$ cat config.mk
export PLATFORM = sky130hd
export DESIGN_NAME = wb_arbiter
export DESIGN_NICKNAME = d
export VERILOG_FILES = /design/src/rtl/wb_arbiter.sv
export SDC_FILE = /design/constraint.sdc
export NUM_CORES = 1
export LEC_CHECK = 0
export CAP_MARGIN = 20
export CORE_MARGIN = 5
export CORE_UTILIZATION = 45
export CTS_BUF_LIST = sky130_fd_sc_hd__clkbuf_8
export CTS_CLUSTER_DIAMETER = 40
export DETAILED_ROUTE_END_ITERATION = 16
export MAX_ROUTING_LAYER = met4
export PLACE_DENSITY = 0.69
export SLEW_MARGIN = 20
export SYNTH_ARGS = -nofsm -noshare
export SYNTH_HDL_FRONTEND = slang
export SYNTH_SLANG_ARGS = --single-unit
$ cat constraint.sdc
create_clock -name clk_i -period 6.2 [get_ports clk_i]
set_clock_uncertainty 0.1 [all_clocks]
set_input_delay 1.86 -clock clk_i [delete_from_list [all_inputs] [get_ports clk_i]]
set_output_delay 1.86 -clock clk_i [all_outputs]
set_load 0.02 [all_outputs]
$ cat src/rtl/wb_arbiter.sv
// Writeback-port arbiter: merges pipeline writeback with queued long-latency results onto the
// register-file write port. Define WB_ARB_BYPASS_EN for same-cycle LU writes when the queue is empty.
module wb_arbiter #(
    parameter int WIDTH    = 32,
    parameter int DEPTH    = 4,
    parameter int MAX_WAIT = 8
) (
    input  logic                       clk_i,
    input  logic                       reset_i,
    input  logic                       pipe_we_i,
    input  logic [4:0]                 pipe_rd_i,
    input  logic [WIDTH-1:0]           pipe_wd_i,
    input  logic                       lu_valid_i,
    output logic                       lu_ready_o,
    input  logic [4:0]                 lu_rd_i,
    input  logic [WIDTH-1:0]           lu_wd_i,
    output logic                       we3_o,
    output logic [4:0]                 a3_o,
    output logic [WIDTH-1:0]           wd3_o,
    output logic                       stall_o,
    output logic [$clog2(DEPTH):0]     pending_o
);
    localparam int PTR_W = $clog2(DEPTH);
    localparam int CNT_W = PTR_W + 1;
    localparam int AGE_W = $clog2(MAX_WAIT + 1);

    logic [4:0]       rd_mem   [DEPTH];
    logic [WIDTH-1:0] data_mem [DEPTH];
    logic [DEPTH-1:0] valid_reg, valid_next;
    logic [DEPTH-1:0] kill_reg, kill_next;
    logic [DEPTH-1:0] kill_hit;
    logic [PTR_W-1:0] wr_ptr_reg, rd_ptr_reg;
    logic [CNT_W-1:0] count_reg, count_next;
    logic [AGE_W-1:0] age_reg, age_next;

    logic head_valid, head_kill, head_live, full, age_max, stall_int;
    logic pipe_ok, lu_fire, push, pop, pipe_acc, bypass;

    assign head_valid = valid_reg[rd_ptr_reg];
    assign head_kill  = kill_reg[rd_ptr_reg];
    assign head_live  = head_valid & ~head_kill;
    assign full       = (count_reg == CNT_W'(DEPTH));
    assign age_max    = (age_reg == AGE_W'(MAX_WAIT));
    assign stall_int  = head_live & age_max & ~reset_i;
    assign pipe_ok    = pipe_we_i & (pipe_rd_i != 5'd0);
    assign lu_fire    = lu_valid_i & ~full & ~reset_i;

    assign lu_ready_o = reset_i | ~full;
    assign stall_o    = stall_int;
    assign pending_o  = reset_i ? '0 : count_reg;

    // Write-port selection; a killed head retires without touching the port.
    always_comb begin
        we3_o    = 1'b0;
        a3_o     = 5'd0;
        wd3_o    = '0;
        pop      = 1'b0;
        pipe_acc = 1'b0;
        bypass   = 1'b0;
        if (!reset_i) begin
            if (stall_int) begin
                we3_o = 1'b1;
                a3_o  = rd_mem[rd_ptr_reg];
                wd3_o = data_mem[rd_ptr_reg];
                pop   = 1'b1;
            end else if (pipe_ok) begin
                we3_o    = 1'b1;
                a3_o     = pipe_rd_i;
                wd3_o    = pipe_wd_i;
                pipe_acc = 1'b1;
                pop      = head_valid & head_kill;
            end else if (head_live) begin
                we3_o = 1'b1;
                a3_o  = rd_mem[rd_ptr_reg];
                wd3_o = data_mem[rd_ptr_reg];
                pop   = 1'b1;
            end else begin
                pop = head_valid;
            end
`ifdef WB_ARB_BYPASS_EN
            if (lu_fire && (lu_rd_i != 5'd0) && (count_reg == '0) && !pipe_acc) begin
                bypass = 1'b1;
                we3_o  = 1'b1;
                a3_o   = lu_rd_i;
                wd3_o  = lu_wd_i;
            end
`endif
        end
    end

    assign push = lu_fire & (lu_rd_i != 5'd0) & ~bypass;

    // A pipeline write supersedes every older queued result to the same register.
    for (genvar gi = 0; gi < DEPTH; gi++) begin : g_kill
        assign kill_hit[gi] = pipe_acc & valid_reg[gi] & (rd_mem[gi] == pipe_rd_i);
    end

    always_comb begin
        valid_next = valid_reg;
        kill_next  = kill_reg | kill_hit;
        if (pop) begin
            valid_next[rd_ptr_reg] = 1'b0;
            kill_next[rd_ptr_reg]  = 1'b0;
        end
        // Applied after the kill update so a same-cycle push counts as younger.
        if (push) begin
            valid_next[wr_ptr_reg] = 1'b1;
            kill_next[wr_ptr_reg]  = 1'b0;
        end
        count_next = count_reg + CNT_W'(push) - CNT_W'(pop);
        age_next   = age_reg;
        if (pop)
            age_next = '0;
        else if (head_live && !age_max)
            age_next = age_reg + AGE_W'(1);
    end

    always_ff @(posedge clk_i) begin
        if (reset_i) begin
            valid_reg  <= '0;
            kill_reg   <= '0;
            wr_ptr_reg <= '0;
            rd_ptr_reg <= '0;
            count_reg  <= '0;
            age_reg    <= '0;
        end else begin
            valid_reg  <= valid_next;
            kill_reg   <= kill_next;
            count_reg  <= count_next;
            age_reg    <= age_next;
            if (push)
                wr_ptr_reg <= wr_ptr_reg + PTR_W'(1);
            if (pop)
                rd_ptr_reg <= rd_ptr_reg + PTR_W'(1);
        end
    end

    always_ff @(posedge clk_i) begin
        if (push) begin
            rd_mem[wr_ptr_reg]   <= lu_rd_i;
            data_mem[wr_ptr_reg] <= lu_wd_i;
        end
    end
endmodule

# Word-level counts from Yosys, hierarchy flattened

Memory sizes are Yosys's and may differ from the RTL's. A register that Yosys moved wholly into a read port is not among the register bits.
Index checks and enable logic that the tools add are counted.

Flip-flop bits (word level): 19
Memory bits (writable): 148
Input port bits: 78
Output and inout bits: 43
Memories kept: 2

Memories:

| name     | depth | bits a word | rd ports | clocked after Yosys merged registers in | write ports | line | source |
|---|---|---|---|---|---|---|---|
| data_mem | 4     | 32          | 1        | 1                                       | 1           | 28   | `logic [WIDTH-1:0] data_mem [DEPTH];` |
| rd_mem   | 4     | 5           | 5        | 1                                       | 1           | 27   | `logic [4:0] rd_mem [DEPTH];` |

$add $sub $neg: 5
Order comparisons: 4
Equal/unequal tests: 6
Multiplexer cells: 38
Bitwise gates (word level): 27
Reduce and logical (&&, ||, !) cells: 7

Operators with widths:

| operator            | count |
|---|---|
| $mux 32             | 4 |
| $eq 5x5->1          | 4 |
| $mux 5              | 4 |
| $mux 1              | 17 |
| $and 1x1->1         | 16 |
| $mux 4              | 4 |
| $and 4x4->4         | 3 |
| $reduce_bool 5->1   | 2 |
| $mux 2              | 4 |
| $not 4->4           | 2 |
| $or 4x4->4          | 2 |
| $lt 2x3->1 const B  | 2 |
| $add 2x1->2 const B | 2 |
| $add 4x1->4 const B | 1 |
| $bmux 1 s2          | 2 |
| $demux 1 s2         | 2 |
| $eq 4x4->1 const B  | 1 |
| $ge 2x1->1 const B  | 2 |
| $add 3x1->3         | 1 |
| $eq 3x3->1 const B  | 1 |
| $logic_and 1x1->1   | 3 |
| $mux 3              | 1 |
| $not 1->1           | 3 |
| $sub 3x1->3         | 1 |
| 3 further kinds     | 3 |

# Longest topological paths before layout

Depth in word-level cells: 15
Gate-level depth with buffers: 13
Depth with buffers taken out: 12

# Worst setup path before layout

No wires, ideal clock.

Path kind: input to output
From: in pipe_rd_i[1]
To: out wd3_o[12]
Data arrival time: 3.340 ns
Setup slack: 0.900 ns
Cell stages on the path: 7
Path buffers: 3
Cells stage by stage: buf_2 or4_4 o21ai_1 buf_2 buf_2 o2111ai_1 nand2_1

Longest elaborated chain between the ends: 5

RTL lines:

| what              | line | source |
|---|---|---|
| from (decl)       | 11   | `input logic [4:0] pipe_rd_i,` |
| $reduce_bool 5->1 | 45   | `assign pipe_ok = pipe_we_i & (pipe_rd_i != 5'd0);` |
| $and 1x1->1       | 45   |  |
| $mux 32           | 66   | `end else if (pipe_ok) begin` |
| $mux 32           | 61   | `if (stall_int) begin` |
| $mux 32           | 60   | `if (!reset_i) begin` |
| to (decl)         | 19   | `output logic [WIDTH-1:0] wd3_o,` |

Every way passes these cells.

# Worst setup path in the final report

From: in pipe_rd_i[0]
To: out a3_o[2]

Longest elaborated chain between the ends: 5

RTL lines:

| what              | line | source |
|---|---|---|
| $reduce_bool 5->1 | 45   |  |
| $and 1x1->1       | 45   |  |
| $mux 5            | 66   |  |
| $mux 5            | 61   |  |
| $mux 5            | 60   |  |
| to (decl)         | 18   | `output logic [4:0] a3_o,` |

Every way passes these cells.

==> key figures <==
Routing
  – DR top layer: met4
  – DR vias: 4,941
  – Post-Route WL: 18,100 µm
  – Vias per cell: 5.85
  – # DRC: 0
  – Post-route ant nets: 0
  – Metal2 WL: 9130 µm
  – Initial drt markers: 373
  – M1 wire length: 7390 µm
  – Wire length per cell: 21.4 µm
  – DR WL met3: 1240 µm
  – DR pass1 iterations: 5

Finish
  – Area Overhead vs Synth: 24.1%
  – Multi-input gate area: 2580 µm²
  – Nets: 703
  – Top reg by flops: data_mem
  – Largest register FFs: 128
  – # diodes: 0
  – Filler cells: 1,304
  – Most common cell after layout, fill and taps aside: edfxtp_1
  – Post-Layout Cell Count: 844
  – FF+latch area: 4870 µm²
  – Fraction of layout cells with a size suffix above 1: 0.173
  – Commonest non-fill, non-tap cells in the layout: 148 x edfxtp_1, 114 x clkdlybuf4s50_1, 48 x nand2_1
  – Regs by FF count: data_mem x128, rd_mem x20

Logic synthesis
  – Mapped Area: 7680 µm²
  – Share of the yosys chip area belonging to registers: 0.633
  – Ys flop type: edfxtp_1
  – EDFF count, synth: 148
  – Mapped Cells: 499
  – Synth cell types: 46
  – Post-synth ARST share: 0
  – Avg Cell Area, Syn: 15.4 µm²
  – Synth Net Count: 590
  – Ys Warns: 0
  – Number of synthesized register bits: 169

Clock network
  – CTS sink cnt: 169
  – Worst-skew pair later-pin latency: 0.46 ns
  – Clk pin slew, worst setup/hold paths: 0.09 ns
  – CTS tree: built
  – CTS Buffer Depth: 2
  – Post-CTS Hold Buffers: 0
  – Root Driver: clkbuf_8
  – Post-CTS Setup Inserts: 0
  – CTS buffer count: 17
  – H-tree Lvls: 4

Flow run
  – Max-Cap Viols: 0

Global route
  – First-pass GRT wire length: 28,700 µm
  – Initial antenna violation count: 0
  – Largest net degree at the start of global routing: 45
  – GRT Resource Usage Total: 0.194
  – Total grt overflow: 0
  – Vias in the first global route: 5,222

Floorplan
  – Die Width: 141 µm
  – Io pins: 121
  – Core Rows: 47
  – Chip height: 141 µm
  – Full die area: 19,800 µm²
  – Core region area: 16,600 µm²
  – Starting density of the core: 0.462

Hold path
  – Worst hold-check path type: reg -> reg
  – Hold path endpoint: valid_reg[2]
  – Hold path startpoint: valid_reg[2]
  – Hold depth: 2

Worst setup path
  – Most used cell, CP: clkdlybuf4s50_1
  – RR Endpoint: count_reg[1]
  – R2R depth: 11
  – RR Startpoint: age_reg[0]
  – R2R Setup Slk: 2.80 ns
  – Worst Path Buf+Inv: 3
  – Crit-path cells: clkdlybuf4s50_1 -> or4_4 -> o21ai_4 -> buf_4 -> o2111ai_1 -> nand2_1 -> clkdlybuf4s50_1
  – Worst setup EP type: output pin
  – Arr. time, crit path: 4.15 ns
  – Setup crit start kind: input port
  – CP top delay family: buffers and inverters
  – Levels on crit path: 7
  – Setup CP Type: in -> out
  – Slowest-stage cell, CP: clkdlybuf4s50_1
  – CP max stage delay: 0.61 ns
  – CP max FO: 9
  – Worst Path Required: 4.24 ns

Timing
  – Rel. slew slack: 0.310
  – Max Transition Viols Final: 0
  – Total Neg Setup Slack: 0 ns
  – Final Hold Vio Count: 0
  – RSZ-0062 raised after global routing: false
  – Slew @ Worst Pin: 1.03 ns
  – Max Clk Rate: 164 MHz
  – Setup Viol. Count Final: 0
  – Period utilization: 0.986
  – Minimum clock period: 6.11 ns

Pwr
  – Flop pwr share: 0.524
  – Internal: 0.00187 W
  – Leakage power: 3.24 nW
  – Psw: 0.000703 W
  – Clock power share: 0.280
  – Peak VDD IR: 0.158 mV
  – Sw Share: 0.273
  – Power Dens Cells: 270 nW/µm²
  – Comb power frac: 0.196

Placed design
  – I/O Buffers: 120
  – Inst Count DP: 813
  – RD Place Congestion: 0.880
  – Dpl hpwl: 11,900 µm

Status
  – Run status: completed
[power by group through the flow]
stage | clock network (W) | registers [W] | logic [W]
floorplan | 0 | 0.00135 | 0.000332
global placement | 0 | 0.00137 | 0.000499
detailed placement | 0 | 0.00138 | 0.000506
CTS | 0.000733 | 0.00135 | 0.000511
global route | 0.000780 | 0.00136 | 0.000545
finish | 0.000720 | 0.00135 | 0.000504
[layout make-up]
type	count	area share
repair buffers	140	0.147
inverters	12	0.00473
clock buffers	17	0.0245
multi-input cells	272	0.271
flip-flops and latches	169	0.511
clock inverters	14	0.0131
well taps	220	0.0289
[logic make-up (layout without fill, tap and decap cells)]
logic type / count (synthesis) / in the layout / share of synthesized area
AOI/OAI and AO/OA: 63 / 63 / 0.0695
xor gates and xnor gates: 23 / 23 / 0.0262
adders and majority gates: 13 / 13 / 0.0221
buffers and inverters: 58 / 183 / 0.0339
DFF: 169 / 169 / 0.633
muxes: 43 / 43 / 0.120
and+or+nand+nor: 130 / 130 / 0.0953
[worst max-delay path by stage]
stage / to / start / slack, ns
CTS: wd3_o[0] / pipe_rd_i[0] / 0.05
detailed placement: wd3_o[0] / pipe_rd_i[0] / 0.06
global placement: wd3_o[0] / pipe_rd_i[0] / 0.05
finish: a3_o[2] / pipe_rd_i[0] / 0.09
floorplan: wd3_o[12] / pipe_rd_i[1] / 0.90
global route: wd3_o[27] / pipe_rd_i[0] / 0.006
[worst register-to-register path, cell delays in order, from the launching register on]
cell and delay, ns:
dfxtp_1 0.36, inv_1 0.07, ha_1 0.13, and3b_2 0.79
nor2_1 0.31, a21boi_4 0.37, and2_1 0.18, ha_1 0.23
inv_1 0.06, ha_1 0.15, fa_1 0.41, nor2b_1 0.14
[routing by layer]
metal	vias up	track usage
li1	2236	-
met1	2486	0.241
met2	189	0.314
met3	30	0.0444
met4	0	0.0673
met5	-	-
[through the flow]
step	power (W)	util	instance area, µm²	hold slack (ns)	setup WS, ns
after floorplan	0.00168	-	7680	0.354	0.900
after global placement	0.00187	0.550	9150	0.380	0.0525
after detailed placement	0.00188	0.550	9160	0.396	0.0566
after CTS	0.00259	0.572	9510	0.409	0.0467
after global routing	0.00268	0.573	9530	0.430	0.00559
final	0.00257	0.573	9530	0.406	0.0880
[synthesized netlist by cell type, types with 2 or more instances]
master / number / area, µm²
edfxtp_1: 148 / 4440
nand2_1: 48 / 180
mux4_2: 39 / 878
nand4_1: 37 / 231
o2111ai_1: 37 / 324
clkbuf_1: 27 / 101
dfxtp_1: 21 / 420
xor2_1: 16 / 140
buf_2: 12 / 60.1
ha_1: 12 / 150
inv_1: 11 / 41.3
and2_1: 9 / 56.3
nor2_1: 9 / 33.8
nor4_1: 8 / 50.1
xnor2_1: 7 / 61.3
a21oi_1: 5 / 25.0
a211oi_1: 4 / 30.0
a41oi_1: 4 / 35.0
nor2b_1: 4 / 25.0
o21ai_0: 4 / 20.0
o21bai_1: 4 / 30.0
buf_6: 3 / 33.8
buf_1: 2 / 7.51
mux2_1: 2 / 22.5
mux2i_1: 2 / 20.0
or3_1: 2 / 12.5
or4_1: 2 / 15.0
or4_4: 2 / 22.5
[what timing repair did]
action | CTS | global route
setup endpoints to repair | 0 | 6
resized for setup | 0 | 6
hold endpoints to repair | 0 | 0
(Power assumes the default switching activity.)
